--- config.mk ---
export PLATFORM = sky130hd
export DESIGN_NAME = calc_req_tracker_flat
export DESIGN_NICKNAME = d
export VERILOG_FILES = /design/src/rtl/calc_req_tracker_if.sv /design/src/rtl/calc_req_tracker.sv /design/src/flat_wrapper.sv
export SDC_FILE = /design/constraint.sdc
export NUM_CORES = 1
export LEC_CHECK = 0
export ABC_AREA = 1
export BUFFER_PORTS_ARGS = -buffer_cell sky130_fd_sc_hd__buf_2
export CORE_AREA = 10 10 263 265
export CTS_CLUSTER_DIAMETER = 80
export CTS_CLUSTER_SIZE = 24
export DETAILED_ROUTE_END_ITERATION = 8
export DIE_AREA = 0 0 273 275
export MAX_ROUTING_LAYER = met4
export PLACE_DENSITY = 0.66
export SYNTH_ARGS = -nofsm -noshare
export SYNTH_HDL_FRONTEND = slang
export SYNTH_SLANG_ARGS = --single-unit
--- constraint.sdc ---
create_clock -name clk -period 1.6 [get_ports clk]
set_clock_uncertainty 0.05 [all_clocks]
set_input_delay 0.32 -clock clk [delete_from_list [all_inputs] [get_ports clk]]
set_output_delay 0.32 -clock clk [all_outputs]
set_load 0.005 [all_outputs]
--- src/rtl/calc_req_tracker_if.sv ---
// Host / DUT / completion bundle for calc_req_tracker. Per-port fields are
// packed with port 0 in the least-significant slot.
interface calc_req_tracker_if #(
  parameter int NUM_PORTS = 4,
  parameter int TAG_W     = 2,
  parameter int DATA_W    = 32,
  parameter int REG_W     = 4,
  parameter int CMD_W     = 4
);
  // host command side
  logic [NUM_PORTS-1:0]             host_valid;
  logic [NUM_PORTS-1:0]             host_ready;
  logic [NUM_PORTS-1:0][CMD_W-1:0]  host_cmd;
  logic [NUM_PORTS-1:0][REG_W-1:0]  host_d1;
  logic [NUM_PORTS-1:0][REG_W-1:0]  host_d2;
  logic [NUM_PORTS-1:0][REG_W-1:0]  host_r1;
  logic [NUM_PORTS-1:0][DATA_W-1:0] host_data;
  // toward the DUT request pins
  logic [NUM_PORTS-1:0][CMD_W-1:0]  req_cmd;
  logic [NUM_PORTS-1:0][REG_W-1:0]  req_d1;
  logic [NUM_PORTS-1:0][REG_W-1:0]  req_d2;
  logic [NUM_PORTS-1:0][REG_W-1:0]  req_r1;
  logic [NUM_PORTS-1:0][TAG_W-1:0]  req_tag;
  logic [NUM_PORTS-1:0][DATA_W-1:0] req_data;
  // from the DUT response pins
  logic [NUM_PORTS-1:0][1:0]        out_resp;
  logic [NUM_PORTS-1:0][TAG_W-1:0]  out_tag;
  logic [NUM_PORTS-1:0][DATA_W-1:0] out_data;
  // completion reporting
  logic [NUM_PORTS-1:0]             cpl_valid;
  logic [NUM_PORTS-1:0][1:0]        cpl_resp;
  logic [NUM_PORTS-1:0][TAG_W-1:0]  cpl_tag;
  logic [NUM_PORTS-1:0][DATA_W-1:0] cpl_data;
  logic [NUM_PORTS-1:0]             cpl_timeout;
  logic [NUM_PORTS-1:0]             err_spurious;

  // tracker side
  modport master (
    input  host_valid, host_cmd, host_d1, host_d2, host_r1, host_data,
    input  out_resp, out_tag, out_data,
    output host_ready, req_cmd, req_d1, req_d2, req_r1, req_tag, req_data,
    output cpl_valid, cpl_resp, cpl_tag, cpl_data, cpl_timeout, err_spurious
  );

  // stimulus / DUT-model side
  modport slave (
    output host_valid, host_cmd, host_d1, host_d2, host_r1, host_data,
    output out_resp, out_tag, out_data,
    input  host_ready, req_cmd, req_d1, req_d2, req_r1, req_tag, req_data,
    input  cpl_valid, cpl_resp, cpl_tag, cpl_data, cpl_timeout, err_spurious
  );
endinterface

--- src/rtl/calc_req_tracker.sv ---
// N-port request issuer / response tracker. Each port owns 2**TAG_W tags,
// issues host commands toward the DUT with the lowest free tag, matches
// responses back to outstanding tags and forces completion on timeout.

// One independent port: free bitmap, per-tag timeout counters, issue and
// completion registers.
module calc_req_tracker_port #(
  parameter int TAG_W   = 2,
  parameter int DATA_W  = 32,
  parameter int REG_W   = 4,
  parameter int CMD_W   = 4,
  parameter int TIMEOUT = 64
) (
  input  logic              clk,
  input  logic              reset,
  input  logic              i_host_valid,
  output logic              o_host_ready,
  input  logic [CMD_W-1:0]  i_host_cmd,
  input  logic [REG_W-1:0]  i_host_d1,
  input  logic [REG_W-1:0]  i_host_d2,
  input  logic [REG_W-1:0]  i_host_r1,
  input  logic [DATA_W-1:0] i_host_data,
  output logic [CMD_W-1:0]  o_req_cmd,
  output logic [REG_W-1:0]  o_req_d1,
  output logic [REG_W-1:0]  o_req_d2,
  output logic [REG_W-1:0]  o_req_r1,
  output logic [TAG_W-1:0]  o_req_tag,
  output logic [DATA_W-1:0] o_req_data,
  input  logic [1:0]        i_out_resp,
  input  logic [TAG_W-1:0]  i_out_tag,
  input  logic [DATA_W-1:0] i_out_data,
  output logic              o_cpl_valid,
  output logic [1:0]        o_cpl_resp,
  output logic [TAG_W-1:0]  o_cpl_tag,
  output logic [DATA_W-1:0] o_cpl_data,
  output logic              o_cpl_timeout,
  output logic              o_err_spurious
);
  localparam int NT    = 1 << TAG_W;
  localparam int CNT_W = $clog2(TIMEOUT);
  // A counter sitting at CNT_MAX while its tag is outstanding means the tag
  // has been waiting TIMEOUT cycles; it stays there until the tag completes,
  // so expiries that lose arbitration are remembered without extra state.
  localparam logic [CNT_W-1:0] CNT_MAX = CNT_W'(TIMEOUT - 1);

  logic [NT-1:0]    r_free;
  logic [CNT_W-1:0] r_cnt [NT];

  logic [NT-1:0]    w_exp;
  logic [NT-1:0]    w_alloc_oh;
  logic [NT-1:0]    w_done_oh;
  logic [TAG_W-1:0] w_alloc_tag;
  logic [TAG_W-1:0] w_tmo_tag;
  logic             w_accept;
  logic             w_rsp_hit;
  logic             w_rsp_spur;
  logic             w_tmo_fire;

  assign o_host_ready = |r_free;

  // Pick lowest free tag and lowest expired tag; a real response wins the
  // single completion slot over any expiry.
  always_comb begin
    w_alloc_tag = '0;
    w_tmo_tag   = '0;
    w_exp       = '0;
    w_alloc_oh  = '0;
    w_done_oh   = '0;
    for (int t = NT - 1; t >= 0; t--) begin
      w_exp[t] = ~r_free[t] & (r_cnt[t] == CNT_MAX);
      if (r_free[t]) w_alloc_tag = TAG_W'(t);
      if (w_exp[t])  w_tmo_tag   = TAG_W'(t);
    end
    w_accept   = i_host_valid & o_host_ready;
    w_rsp_hit  = (i_out_resp != 2'b00) & ~r_free[i_out_tag];
    w_rsp_spur = (i_out_resp != 2'b00) &  r_free[i_out_tag];
    w_tmo_fire = (|w_exp) & ~w_rsp_hit;
    if (w_accept) w_alloc_oh[w_alloc_tag] = 1'b1;
    if (w_rsp_hit)       w_done_oh[i_out_tag] = 1'b1;
    else if (w_tmo_fire) w_done_oh[w_tmo_tag] = 1'b1;
  end

  // Tag bookkeeping: allocation sees the pre-edge bitmap, so a tag freed
  // this edge is only reusable from the next one.
  always_ff @(posedge clk or negedge reset) begin
    if (!reset) begin
      r_free <= '1;
      for (int t = 0; t < NT; t++) r_cnt[t] <= '0;
    end else begin
      r_free <= (r_free & ~w_alloc_oh) | w_done_oh;
      for (int t = 0; t < NT; t++) begin
        if (w_alloc_oh[t])
          r_cnt[t] <= '0;
        else if (!r_free[t] && r_cnt[t] != CNT_MAX)
          r_cnt[t] <= r_cnt[t] + 1'b1;
      end
    end
  end

  // Request pins carry an accepted command for exactly one cycle, else zero.
  always_ff @(posedge clk or negedge reset) begin
    if (!reset) begin
      o_req_cmd  <= '0;
      o_req_d1   <= '0;
      o_req_d2   <= '0;
      o_req_r1   <= '0;
      o_req_tag  <= '0;
      o_req_data <= '0;
    end else begin
      o_req_cmd  <= '0;
      o_req_d1   <= '0;
      o_req_d2   <= '0;
      o_req_r1   <= '0;
      o_req_tag  <= '0;
      o_req_data <= '0;
      if (w_accept) begin
        o_req_cmd  <= i_host_cmd;
        o_req_d1   <= i_host_d1;
        o_req_d2   <= i_host_d2;
        o_req_r1   <= i_host_r1;
        o_req_tag  <= w_alloc_tag;
        o_req_data <= i_host_data;
      end
    end
  end

  // Completion pulse (response or forced timeout) and sticky spurious flag.
  always_ff @(posedge clk or negedge reset) begin
    if (!reset) begin
      o_cpl_valid    <= 1'b0;
      o_cpl_resp     <= '0;
      o_cpl_tag      <= '0;
      o_cpl_data     <= '0;
      o_cpl_timeout  <= 1'b0;
      o_err_spurious <= 1'b0;
    end else begin
      o_cpl_valid   <= 1'b0;
      o_cpl_resp    <= '0;
      o_cpl_tag     <= '0;
      o_cpl_data    <= '0;
      o_cpl_timeout <= 1'b0;
      if (w_rsp_hit) begin
        o_cpl_valid <= 1'b1;
        o_cpl_resp  <= i_out_resp;
        o_cpl_tag   <= i_out_tag;
        o_cpl_data  <= i_out_data;
      end else if (w_tmo_fire) begin
        o_cpl_valid   <= 1'b1;
        o_cpl_tag     <= w_tmo_tag;
        o_cpl_timeout <= 1'b1;
      end
      if (w_rsp_spur) o_err_spurious <= 1'b1;
    end
  end
endmodule

// Top: one tracker port per lane of the bundle.
module calc_req_tracker #(
  parameter int NUM_PORTS = 4,
  parameter int TAG_W     = 2,
  parameter int DATA_W    = 32,
  parameter int REG_W     = 4,
  parameter int CMD_W     = 4,
  parameter int TIMEOUT   = 64
) (
  input  logic clk,
  input  logic reset,
  calc_req_tracker_if.master bus
);
  for (genvar p = 0; p < NUM_PORTS; p++) begin : g_port
    calc_req_tracker_port #(
      .TAG_W(TAG_W), .DATA_W(DATA_W), .REG_W(REG_W),
      .CMD_W(CMD_W), .TIMEOUT(TIMEOUT)
    ) u_port (
      .clk           (clk),
      .reset         (reset),
      .i_host_valid  (bus.host_valid[p]),
      .o_host_ready  (bus.host_ready[p]),
      .i_host_cmd    (bus.host_cmd[p]),
      .i_host_d1     (bus.host_d1[p]),
      .i_host_d2     (bus.host_d2[p]),
      .i_host_r1     (bus.host_r1[p]),
      .i_host_data   (bus.host_data[p]),
      .o_req_cmd     (bus.req_cmd[p]),
      .o_req_d1      (bus.req_d1[p]),
      .o_req_d2      (bus.req_d2[p]),
      .o_req_r1      (bus.req_r1[p]),
      .o_req_tag     (bus.req_tag[p]),
      .o_req_data    (bus.req_data[p]),
      .i_out_resp    (bus.out_resp[p]),
      .i_out_tag     (bus.out_tag[p]),
      .i_out_data    (bus.out_data[p]),
      .o_cpl_valid   (bus.cpl_valid[p]),
      .o_cpl_resp    (bus.cpl_resp[p]),
      .o_cpl_tag     (bus.cpl_tag[p]),
      .o_cpl_data    (bus.cpl_data[p]),
      .o_cpl_timeout (bus.cpl_timeout[p]),
      .o_err_spurious(bus.err_spurious[p])
    );
  end
endmodule

--- src/flat_wrapper.sv ---
// flat-port wrapper written by rule: the top's interface ports become plain ports
module calc_req_tracker_flat 
#(
  parameter int NUM_PORTS = 4,
  parameter int TAG_W     = 2,
  parameter int DATA_W    = 32,
  parameter int REG_W     = 4,
  parameter int CMD_W     = 4,
  parameter int TIMEOUT   = 64
)
  (clk, reset, bus_host_valid, bus_host_cmd, bus_host_d1, bus_host_d2, bus_host_r1, bus_host_data, bus_out_resp, bus_out_tag, bus_out_data, bus_host_ready, bus_req_cmd, bus_req_d1, bus_req_d2, bus_req_r1, bus_req_tag, bus_req_data, bus_cpl_valid, bus_cpl_resp, bus_cpl_tag, bus_cpl_data, bus_cpl_timeout, bus_err_spurious);
  calc_req_tracker_if #(.NUM_PORTS(NUM_PORTS), .TAG_W(TAG_W), .DATA_W(DATA_W), .REG_W(REG_W), .CMD_W(CMD_W)) bus_i ();
  input  logic clk;
  input  logic reset;
  input wire logic [$bits(bus_i.host_valid)-1:0] bus_host_valid;
  input wire logic [$bits(bus_i.host_cmd)-1:0] bus_host_cmd;
  input wire logic [$bits(bus_i.host_d1)-1:0] bus_host_d1;
  input wire logic [$bits(bus_i.host_d2)-1:0] bus_host_d2;
  input wire logic [$bits(bus_i.host_r1)-1:0] bus_host_r1;
  input wire logic [$bits(bus_i.host_data)-1:0] bus_host_data;
  input wire logic [$bits(bus_i.out_resp)-1:0] bus_out_resp;
  input wire logic [$bits(bus_i.out_tag)-1:0] bus_out_tag;
  input wire logic [$bits(bus_i.out_data)-1:0] bus_out_data;
  output wire logic [$bits(bus_i.host_ready)-1:0] bus_host_ready;
  output wire logic [$bits(bus_i.req_cmd)-1:0] bus_req_cmd;
  output wire logic [$bits(bus_i.req_d1)-1:0] bus_req_d1;
  output wire logic [$bits(bus_i.req_d2)-1:0] bus_req_d2;
  output wire logic [$bits(bus_i.req_r1)-1:0] bus_req_r1;
  output wire logic [$bits(bus_i.req_tag)-1:0] bus_req_tag;
  output wire logic [$bits(bus_i.req_data)-1:0] bus_req_data;
  output wire logic [$bits(bus_i.cpl_valid)-1:0] bus_cpl_valid;
  output wire logic [$bits(bus_i.cpl_resp)-1:0] bus_cpl_resp;
  output wire logic [$bits(bus_i.cpl_tag)-1:0] bus_cpl_tag;
  output wire logic [$bits(bus_i.cpl_data)-1:0] bus_cpl_data;
  output wire logic [$bits(bus_i.cpl_timeout)-1:0] bus_cpl_timeout;
  output wire logic [$bits(bus_i.err_spurious)-1:0] bus_err_spurious;
  assign bus_i.host_valid = bus_host_valid;
  assign bus_i.host_cmd = bus_host_cmd;
  assign bus_i.host_d1 = bus_host_d1;
  assign bus_i.host_d2 = bus_host_d2;
  assign bus_i.host_r1 = bus_host_r1;
  assign bus_i.host_data = bus_host_data;
  assign bus_i.out_resp = bus_out_resp;
  assign bus_i.out_tag = bus_out_tag;
  assign bus_i.out_data = bus_out_data;
  assign bus_host_ready = bus_i.host_ready;
  assign bus_req_cmd = bus_i.req_cmd;
  assign bus_req_d1 = bus_i.req_d1;
  assign bus_req_d2 = bus_i.req_d2;
  assign bus_req_r1 = bus_i.req_r1;
  assign bus_req_tag = bus_i.req_tag;
  assign bus_req_data = bus_i.req_data;
  assign bus_cpl_valid = bus_i.cpl_valid;
  assign bus_cpl_resp = bus_i.cpl_resp;
  assign bus_cpl_tag = bus_i.cpl_tag;
  assign bus_cpl_data = bus_i.cpl_data;
  assign bus_cpl_timeout = bus_i.cpl_timeout;
  assign bus_err_spurious = bus_i.err_spurious;
  calc_req_tracker #(.NUM_PORTS(NUM_PORTS), .TAG_W(TAG_W), .DATA_W(DATA_W), .REG_W(REG_W), .CMD_W(CMD_W), .TIMEOUT(TIMEOUT)) u_core (.clk(clk), .reset(reset), .bus(bus_i));
endmodule
Word-level counts from Yosys, hierarchy flattened
Index checks and enable logic that the tools add are counted.

Add/sub/neg operators: 16. $lt $le $gt $ge: 24. Equality and inequality tests: 32. Mux-type cells: 160. Bitwise gates (word level): 68. Reductions and logical operators: 72.

Operators by type and width (number): 32-bit two-way mux (8); 6-bit two-way mux (32); 4-bit two-way mux (28); 6-bit by 1-bit adder with 6-bit output (second input constant) (16); 6-bit equality test (second input constant) (16); 2-bit two-way mux (48); 6-bit != test (second input constant) (16); 2-bit nonzero test (20); 2-bit by 3-bit less-than comparator with 1-bit output (second input constant) (12); 1-bit bitwise AND (32); 4-bit OR reduction (8); 1-bit logical AND (28); 1-bit two-way mux (28); 1-bit demux with 2-bit select (12); 2-bit by 1-bit greater-or-equal comparator with 1-bit output (second input constant) (12); 1-bit inverter (24); 4-bit bitwise AND (4); 1-bit zero test (16); 4-bit inverter (4); 4-bit OR (4); 1-bit binary-select mux with 2-bit select (4).

Register bits: 468. Input bits: 342. Output and inout bits: 360. Word-level logic and storage cells: 440.

Depth between registers and ports, before layout
Gate-level depths: netlist (run 1).

Depth after elaboration: 13. Depth in mapped cells: 11. Mapped depth without buffers: 10.

Cells and area by module
Synthesis (run 1) repeated with hierarchy kept, for this count alone.

Cells, all modules: 2058. Area, all modules: 18853.1 um^2.

By module, submodules not included: calc_req_tracker_port (u_core.g_port[0].u_port ...) (instances 3, cells an instance 512, area an instance 4703.3 um^2, sequential area each 2932.8 um^2); calc_req_tracker_port (u_core.g_port[3].u_port) (instances 1, cells an instance 522, area an instance 4743.3 um^2, sequential area each 2932.8 um^2).

Least setup slack after synthesis (run 1)
No wires, ideal clock.

Kind: register to register. From: register u_core.g_port[3].u_port.r_cnt[0] (netlist name). To: register u_core.g_port[3].u_port.r_cnt[4] (netlist name). Library setup time: 128 ps. Arrival time: 1329 ps. Required time: 1422 ps. Setup slack: 93 ps. Stages on the path, launching flop included: 8. Path buffers: 0. Clock period less this slack: 1507 ps. Cell sequence: dfrtp_1 -> ha_1 -> nand2_1 -> inv_1 -> a21oi_1 -> inv_1 -> nand2_1 -> o21ai_0.

Word-level cells in the longest chain between the ends: 3. Elaborated cells between the ends (all ways): 6. Those cells by class: add/sub: 1; eq/ne: 1; mux: 2; reduce/logical: 2.

RTL lines: from (decl) (RTL line calc_req_tracker.sv:47) `logic [CNT_W-1:0] r_cnt [NT];`; from (signal, indexed assignment) (RTL line calc_req_tracker.sv:95) `r_cnt[t] <= r_cnt[t] + 1'b1;`; 6-bit by 1-bit adder with 6-bit output / 6-bit != test (equally long branches) (RTL line calc_req_tracker.sv:95, calc_req_tracker.sv:94); 6-bit two-way mux / 1-bit logical AND (equally long branches) (RTL line calc_req_tracker.sv:94) `else if (!r_free[t] && r_cnt[t] != CNT_MAX)`; 6-bit two-way mux / 2-bit nonzero test (equally long branches).

Parallel ways exist; a longest one is shown, timed or not. The select of a mux whose other input is x is not followed. A chain may end at the register's enable or synchronous reset.

Worst setup path in the final report (run 1)
From: register u_core.g_port[0].u_port.r_free[2]. To: output port bus_host_ready[0].

Word-level cells in the longest chain between the ends: 1.

RTL lines: from (decl) (RTL line calc_req_tracker.sv:46) `logic [NT-1:0] r_free;`; from (signal assigned) (RTL line calc_req_tracker.sv:90) `r_free <= (r_free & ~w_alloc_oh) | w_done_oh;`; 4-bit OR reduction (RTL line calc_req_tracker.sv:59) `assign o_host_ready = |r_free;`; to (decl) (RTL line flat_wrapper.sv:24) `output wire logic [$bits(bus_i.host_ready)-1:0] bus_host_ready;`.

Every way passes these cells.

==> impl_results.md, run 1 <==
* R2r endpoint: u_core.g_port[0].u_port.r_cnt[0]
* FF+latch count, synth at ~470
* Min-delay src: bus_host_data[26]
* Main area contributors after synthesis: dfrtp_1 60%, inv_1 9.2%, nor2_1 8.1%
* H-tree depth at 1
* Max incr delay on CP at 0.56 ns
* Worst-case reg-to-reg path depth at 10
* Worst endpoint data arrival time at 1.47 ns
* Ratio of cells with drive above 1 in the final layout at 0.343
* Place WS at -0.00327 ns
* Hold Path End: u_core.g_port[0].u_port.o_req_data[26]
* Area leader, netlist: dfrtp_1
* CTS tree: yes
* First DRT Iteration DRCs at 1180
* P&R area growth vs syn at 57.5%
* Setup repair after global routing missed its margin: true
* Worst-margin pin slew at 0.431 ns
* Worst IR Drop VDD at 798 uV
* Syn Nets at roughly 2400
* Worst path most repeated cell: inv_2
* DR vias at about 17000
* Die H at 275 um
* Slowest stage cell, crit path: dfstp_2
* Setup Crit Path Kind: reg -> out
* Crit. End Element: primary output
* Setup violations, final at 54
* Yosys top cell area share at 0.602
* Min-delay worst type: in -> reg
* Power Density at 1240 nW/um^2
* # port buffers at 701
* Worst-path clk slew at 0.09 ns
* Dpl cells at 3603
* Syn avg cell area at approximately 9.2 sq um
* Vias in the first global route at 17500
* Startpoint Class: register
* CTS Sinks at 468
* Reg area at ~12000 sq um
* Fin worst setup slack at -0.238 ns
* I/O pin count at 702
* Post-route DRC at 0
* Worst path top cell family by delay: flip-flops
* DRT antenna net count at 0
* Placed Area at between 20000 and 25000 sq um
* CP cell instances: inv_2 > nand2_2 > inv_2 > nand3_2 > buf_6
* Hold_ws at around 0.067 ns
* Drt wl/cell at 16.9 um
* WL final at about 70000 um
* Final net count at between 3000 and 4000
* Crit path max fanout at 2
* Initial antenna violation count at 9
* Ys flop type: dfrtp_1
* Hold Path Depth at 3
* Post-synth cell types at 40
* Core area at between 60000 and 70000 sq um
* Async set or reset register ratio after synthesis at 1.00
* Vias per inst at roughly 4.2
* Most common cell in the netlist: inv_1
* Synth top cells by count: 458 x inv_1, 452 x dfrtp_1, 403 x nor2_1
* Rel. slew slack at 0.713
* Bufs on Longest Clock Path at 3
* Fmax at 544 MHz
* DRT Pass-1 Iters at 5
* DP HPWL at 46500 um
* Final Hold Viols at 0
* Number of max-cap violations at 0
* Pleak at 16.5 nW
* Non-filler cells in the finished layout at 4063
* Finished Core Util at 0.463
* Largest net degree at the start of global routing at 56
* Die width at 273 um
* Synth warnings at 0
* Failing checks: negative setup slack
* Multi-input logic area at between 5000 and 6000 sq um
* Num CTS Buffers at 29
* CTS Root Cell: clkbuf_16
* Total grt overflow at 0
* Synthesized instance count at 2041
* Worst Path Required at 1.23 ns
* Post-layout instance area at 29600 sq um
* Number of buffers and inverters on the critical path at 3
* RD Place Congestion at roughly 0.9
* Flop2flop setup slack at -0.12 ns
* First-pass GRT wire length at 98700 um
* Status: finished with violations
* Row cnt at 93
* Die footprint at between 70000 and 80000 sq um
* Sequential area share after synthesis at 0.625
* Final-layout fill cell count at 5609
* Min Tclk post-route at between 1.5 and 2 ns
* Clock Latency Late Sink at 0.61 ns
* Worst reg2reg startpoint: u_core.g_port[0].u_port.r_free[3]
* Mapped Area at 18800 sq um
* GRT Resource Usage Total at 0.170
* Max-slew violations at 0
* Initial Utilization at 0.294
* EDFF count, synth at 0
* Tcrit/Tclk final at 1.15
[stage by stage]
step / setup TNS, ns / power (mW)
5_1_grt: -7.25 / 38.9
6_report: -2.15 / 36.6
2_1_floorplan: 0 / 20.9
4_1_cts: -1.12 / 34.7
3_5_place_dp: -0.00327 / 24.9
3_3_place_gp: 0 / 24.7
[layout by cell type (no fill, tap or decap), types with 55 or more instances in the layout]
master,n
dfrtp_1,451
nor2_4,55
dlygate4sd3_1,338
nand2_1,258
nand3_1,90
nor2_1,326
nor2_2,55
buf_4,79
inv_1,451
buf_2,694
[state kept, by name, summed over array words and instances, names as in the netlist]
name                                 flops
u_core.g_port.u_port.o_cpl_data        128
u_core.g_port.u_port.o_cpl_resp          8
u_core.g_port.u_port.o_cpl_tag           8
u_core.g_port.u_port.o_cpl_timeout       4
u_core.g_port.u_port.o_cpl_valid         4
u_core.g_port.u_port.o_err_spurious      4
u_core.g_port.u_port.o_req_cmd          16
u_core.g_port.u_port.o_req_d1           16
u_core.g_port.u_port.o_req_d2           16
u_core.g_port.u_port.o_req_data        128
u_core.g_port.u_port.o_req_r1           16
u_core.g_port.u_port.o_req_tag           8
u_core.g_port.u_port.r_cnt              96
u_core.g_port.u_port.r_free             16
[layout make-up]
class                   count  share of cell area
multi-input cells        1054               0.190
well taps                 855              0.0362
flip-flops and latches    468               0.397
inverters                 466              0.0601
clock inverters            15             0.00922
clock buffers              34              0.0255
diodes                      8            0.000677
repair buffers           1163               0.282
[worst max path at each step]
stage / start / endpoint / slack [ns] / cells past startpoint
after global routing: u_core.g_port[0].u_port.r_free[3] / bus_host_ready[0] / -0.31 / 5
after global placement: u_core.g_port[1].u_port.r_cnt[18] / u_core.g_port[1].u_port.o_cpl_tag[0] / 0.02 / 9
after detailed placement: u_core.g_port[1].u_port.r_cnt[18] / u_core.g_port[1].u_port.o_cpl_tag[0] / -0.003 / 9
after CTS: u_core.g_port[0].u_port.r_free[3] / bus_host_ready[0] / -0.28 / 5
after floorplan: u_core.g_port[3].u_port.r_cnt[0] / u_core.g_port[3].u_port.r_cnt[4] / 0.09 / 7
final: u_core.g_port[0].u_port.r_free[2] / bus_host_ready[0] / -0.24 / 5
[worst min-delay path, stage by stage]
cell,delay (ns)
buf_2,0.08
inv_1,0.12
nor2_1,0.15
[metal layers]
layer  wire length (um)  up-vias  GRT usage
met1              26400     8231      0.196
met5                  0        -          -
met3               5070      124     0.0435
li1                   -     8295          -
met2              35200      604      0.287
met4               1770        0     0.0542
[where the power goes]
group / switching [mW] / internal [mW] / leakage (nW)
registers: 1.30 / 14.2 / 6.01
logic: 6.96 / 5.63 / 10.0
clock network: 4.45 / 4.07 / 0.493
[kinds of logic (layout without fill, tap and decap cells)]
logic type	Yosys count	count (layout)	synth area share
buffers and inverters	522	1678	0.115
other	0	8	0
DFF	468	468	0.625
adders and majority gates	16	16	0.0107
and+or+nand+nor	874	877	0.198
AOI/OAI and AO/OA	136	136	0.0396
xor gates and xnor gates	25	25	0.0117
[repair_timing]
action,CTS,global route
hold endpoints to repair,778,0
pin swaps,7,38
setup endpoints to repair,11,169
setup buffers,23,34
hold buffers,338,0
gates cloned,0,12
gates resized for setup,29,214
No activity file was read; power rests on OpenSTA's default activity.
==> inputs of run 2 (changes only) <==
--- a/config.mk
+++ b/config.mk
@@ -14,6 +14,7 @@
 export DIE_AREA = 0 0 273 275
 export MAX_ROUTING_LAYER = met4
 export PLACE_DENSITY = 0.66
+export SETUP_SLACK_MARGIN = 0.02
 export SYNTH_ARGS = -nofsm -noshare
 export SYNTH_HDL_FRONTEND = slang
 export SYNTH_SLANG_ARGS = --single-unit
==> impl_results.md, run 2 (synthesis results as in run 1) <==
* GRT Resource Usage Total at 0.170 (about the same)
* CTS Root Cell: clkbuf_16
* Min Tclk post-route at 1.84 ns (-0.00337 ns)
* P&R area growth vs syn at 58.3%
* Worst reg2reg startpoint: u_core.g_port[0].u_port.r_free[3]
* Failing checks: negative setup slack
* Worst endpoint data arrival time at 1.47 ns (about the same)
* Die width at 273 um (unchanged)
* H-tree depth at 1 (unchanged)
* Worst-margin pin slew at 0.431 ns (+0.000550 ns)
* Num CTS Buffers at 29 (unchanged)
* Total grt overflow at 0 (unchanged)
* Placed Area at 23700 sq um (unchanged)
* Commonest non-fill, non-tap cells in the layout: 693 x buf_2, 451 x dfrtp_1, 447 x inv_1, 338 x dlygate4sd3_1, 325 x nor2_1
* Crit path max fanout at 2 (unchanged)
* DP HPWL at 46500 um (unchanged)
* Number of max-cap violations at 0 (unchanged)
* Max-slew violations at 0 (unchanged)
* First-pass GRT wire length at 98800 um (about the same)
* Die footprint at 75100 sq um (unchanged)
* Setup violations, final at 55 (+1.9%)
* Pleak at 16.6 nW (+0.25%)
* Largest net degree at the start of global routing at 56 (unchanged)
* Flop pwr share at 0.419 (-0.004)
* Min-delay src: bus_host_data[26]
* Row cnt at 93 (unchanged)
* Rel. slew slack at 0.712 (about the same)
* DR WL met2 at 35800 um (+1.5%)
* Setup TNS at -1.84 ns (+0.305 ns)
* Clock Latency Late Sink at 0.61 ns (about the same)
* Ratio of cells with drive above 1 in the final layout at 0.352 (+0.00945)
* Met3 wire len at 5070 um (-0.12%)
* # port buffers at 701 (unchanged)
* Largest regs: u_core.g_port.u_port.o_cpl_data (128), u_core.g_port.u_port.o_req_data (128), u_core.g_port.u_port.r_cnt (96)
* Sw Ratio at 0.350 (+0.00202)
* CTS Sinks at 468 (unchanged)
* First DRT Iteration DRCs at 1229 (+4.2%)
* Fmax at 545 MHz (+0.18%)
* Status: finished with violations
* Clock Power Share at 0.231 (-0.002)
* NetSw at 12.9 mW (+1.6%)
* Post-layout instance area at 29700 sq um (+0.53%)
* Max incr delay on CP at 0.55 ns (about the same)
* Logic pwr share at 0.350 (+0.006)
* Die H at 275 um (unchanged)
* Drt wl/cell at 17.0 um (+0.97%)
* WL final at 69300 um (+1.1%)
* Post-route DRC at 0 (unchanged)
* Finished Core Util at 0.465 (+0.00247)
* Commonest non-fill, non-tap cell in the layout: buf_2
* Initial antenna violation count at 9 (unchanged)
* Design Power at 36.9 mW (+0.98%)
* Min-delay worst type: in -> reg
* Power Density at 1240 nW/um^2 (+0.44%)
* Vias per inst at 4.27 (+0.55%)
* Fin worst setup slack at -0.235 ns (+0.00337 ns)
* M1 WL at 26600 um (+0.60%)
* Setup repair after global routing missed its margin: true
* RD Place Congestion at 0.921 (unchanged)
* Final Hold Viols at 0 (unchanged)
* Startpoint Class: register
* Setup Crit Path Kind: reg -> out
* Crit. End Element: primary output
* CP cell instances: buf_6 > nor2_4 > nand2_2 > buf_6
* Pint at 24.0 mW (+0.66%)
* Crit. Startpoint: u_core.g_port[2].u_port.r_free[1]
* Worst-path clk slew at 0.09 ns (about the same)
* DR vias at 17400 (+0.68%)
* Initial Utilization at 0.294 (unchanged)
* DRT Pass-1 Iters at 6 (+1)
* Worst IR Drop VDD at 812 uV (+1.7%)
* Top sig layer: met4
* Bufs on Longest Clock Path at 3 (unchanged)
* Worst Path Required at 1.23 ns (about the same)
* Final net count at 3545 (+0.14%)
* Core area at 63900 sq um (unchanged)
* Slowest stage cell, crit path: dfstp_2
* Tcrit/Tclk final at 1.15 (-0.00211)
* Vias in the first global route at 17500 (-0.046%)
* CTS tree: yes
* I/O pin count at 702 (unchanged)
* DRT antenna net count at 0 (unchanged)
* Worst path most repeated cell: buf_6
run 2: cell types whose count changed in the layout (fill, tap and decap cells not counted), sizes merged:
cell,previous run,this run
buf,818,822
inv,472,471
clkbuf,41,42
clkinvlp,0,1
run 2: layout make-up:
type / instances / area (sq um)
timing repair buffer: 1168 / 8390
fill: 5605 / 34100
clock buffer: 34 / 754
sequential: 468 / 11700
clock inverter: 15 / 273
inverter: 466 / 1790
antenna: 8 / 20.0
tap: 855 / 1070
multi-input combinational: 1054 / 5710
run 2: worst paths after layout:
path	depth (start not counted)	slack, ns	end
max	4	-0.24	bus_host_ready[2]
min	3	0.07	u_core.g_port[0].u_port.o_req_data[26]
max reg2reg	10	-0.10	u_core.g_port[0].u_port.r_cnt[0]
min reg2reg	2	0.44	u_core.g_port[1].u_port.r_cnt[11]
max in group asynchronous	3	0.62	u_core.g_port[2].u_port.r_free[3]
min in group asynchronous	2	0.19	u_core.g_port[2].u_port.o_req_d1[2]
run 2: critical path, delay by kind of cell (launching register included):
kind,cells,cell delay (ns)
and+or+nand+nor,2,0.12
buffers and inverters,2,0.21
DFF,1,0.55
run 2: layer usage:
| layer | GRT usage | up-vias |
|---|---|---|
| met2 | 0.288 | 594 |
| met3 | 0.0426 | 130 |
| met1 | 0.197 | 8343 |
| li1 | - | 8304 |
| met4 | 0.0535 | 0 |
| met5 | - | - |
run 2: repair_timing:
action | in CTS | in global routing
cloned | 0 | 13
endpoints found under the hold margin | 778 | 0
pin swaps | 6 | 49
buffers inserted | 23 | 36
gates resized for setup | 31 | 260
hold buffers | 338 | 0
endpoints found under the setup margin | 20 | 208
run 2: power by group through the flow:
stage          Sequential (mW)  Clock (mW)  Combinational [mW]
2_1_floorplan             15.6           0                5.25
3_3_place_gp              15.7           0                8.98
3_5_place_dp              15.8           0                9.11
4_1_cts                   15.4        8.80                10.6
5_1_grt                   15.7        9.21                14.3
6_report                  15.5        8.52                12.9
run 2: stage by stage:
step	worst slack [ns]	instances	hold slack, ns
6_report	-0.235	4068	0.0714
5_1_grt	-0.321	4068	0.0780
4_1_cts	-0.278	4013	0.0112
3_5_place_dp	-0.00327	3603	0.221
3_3_place_gp	0.0192	3603	0.225
2_1_floorplan	0.0935	2041	-0.0256
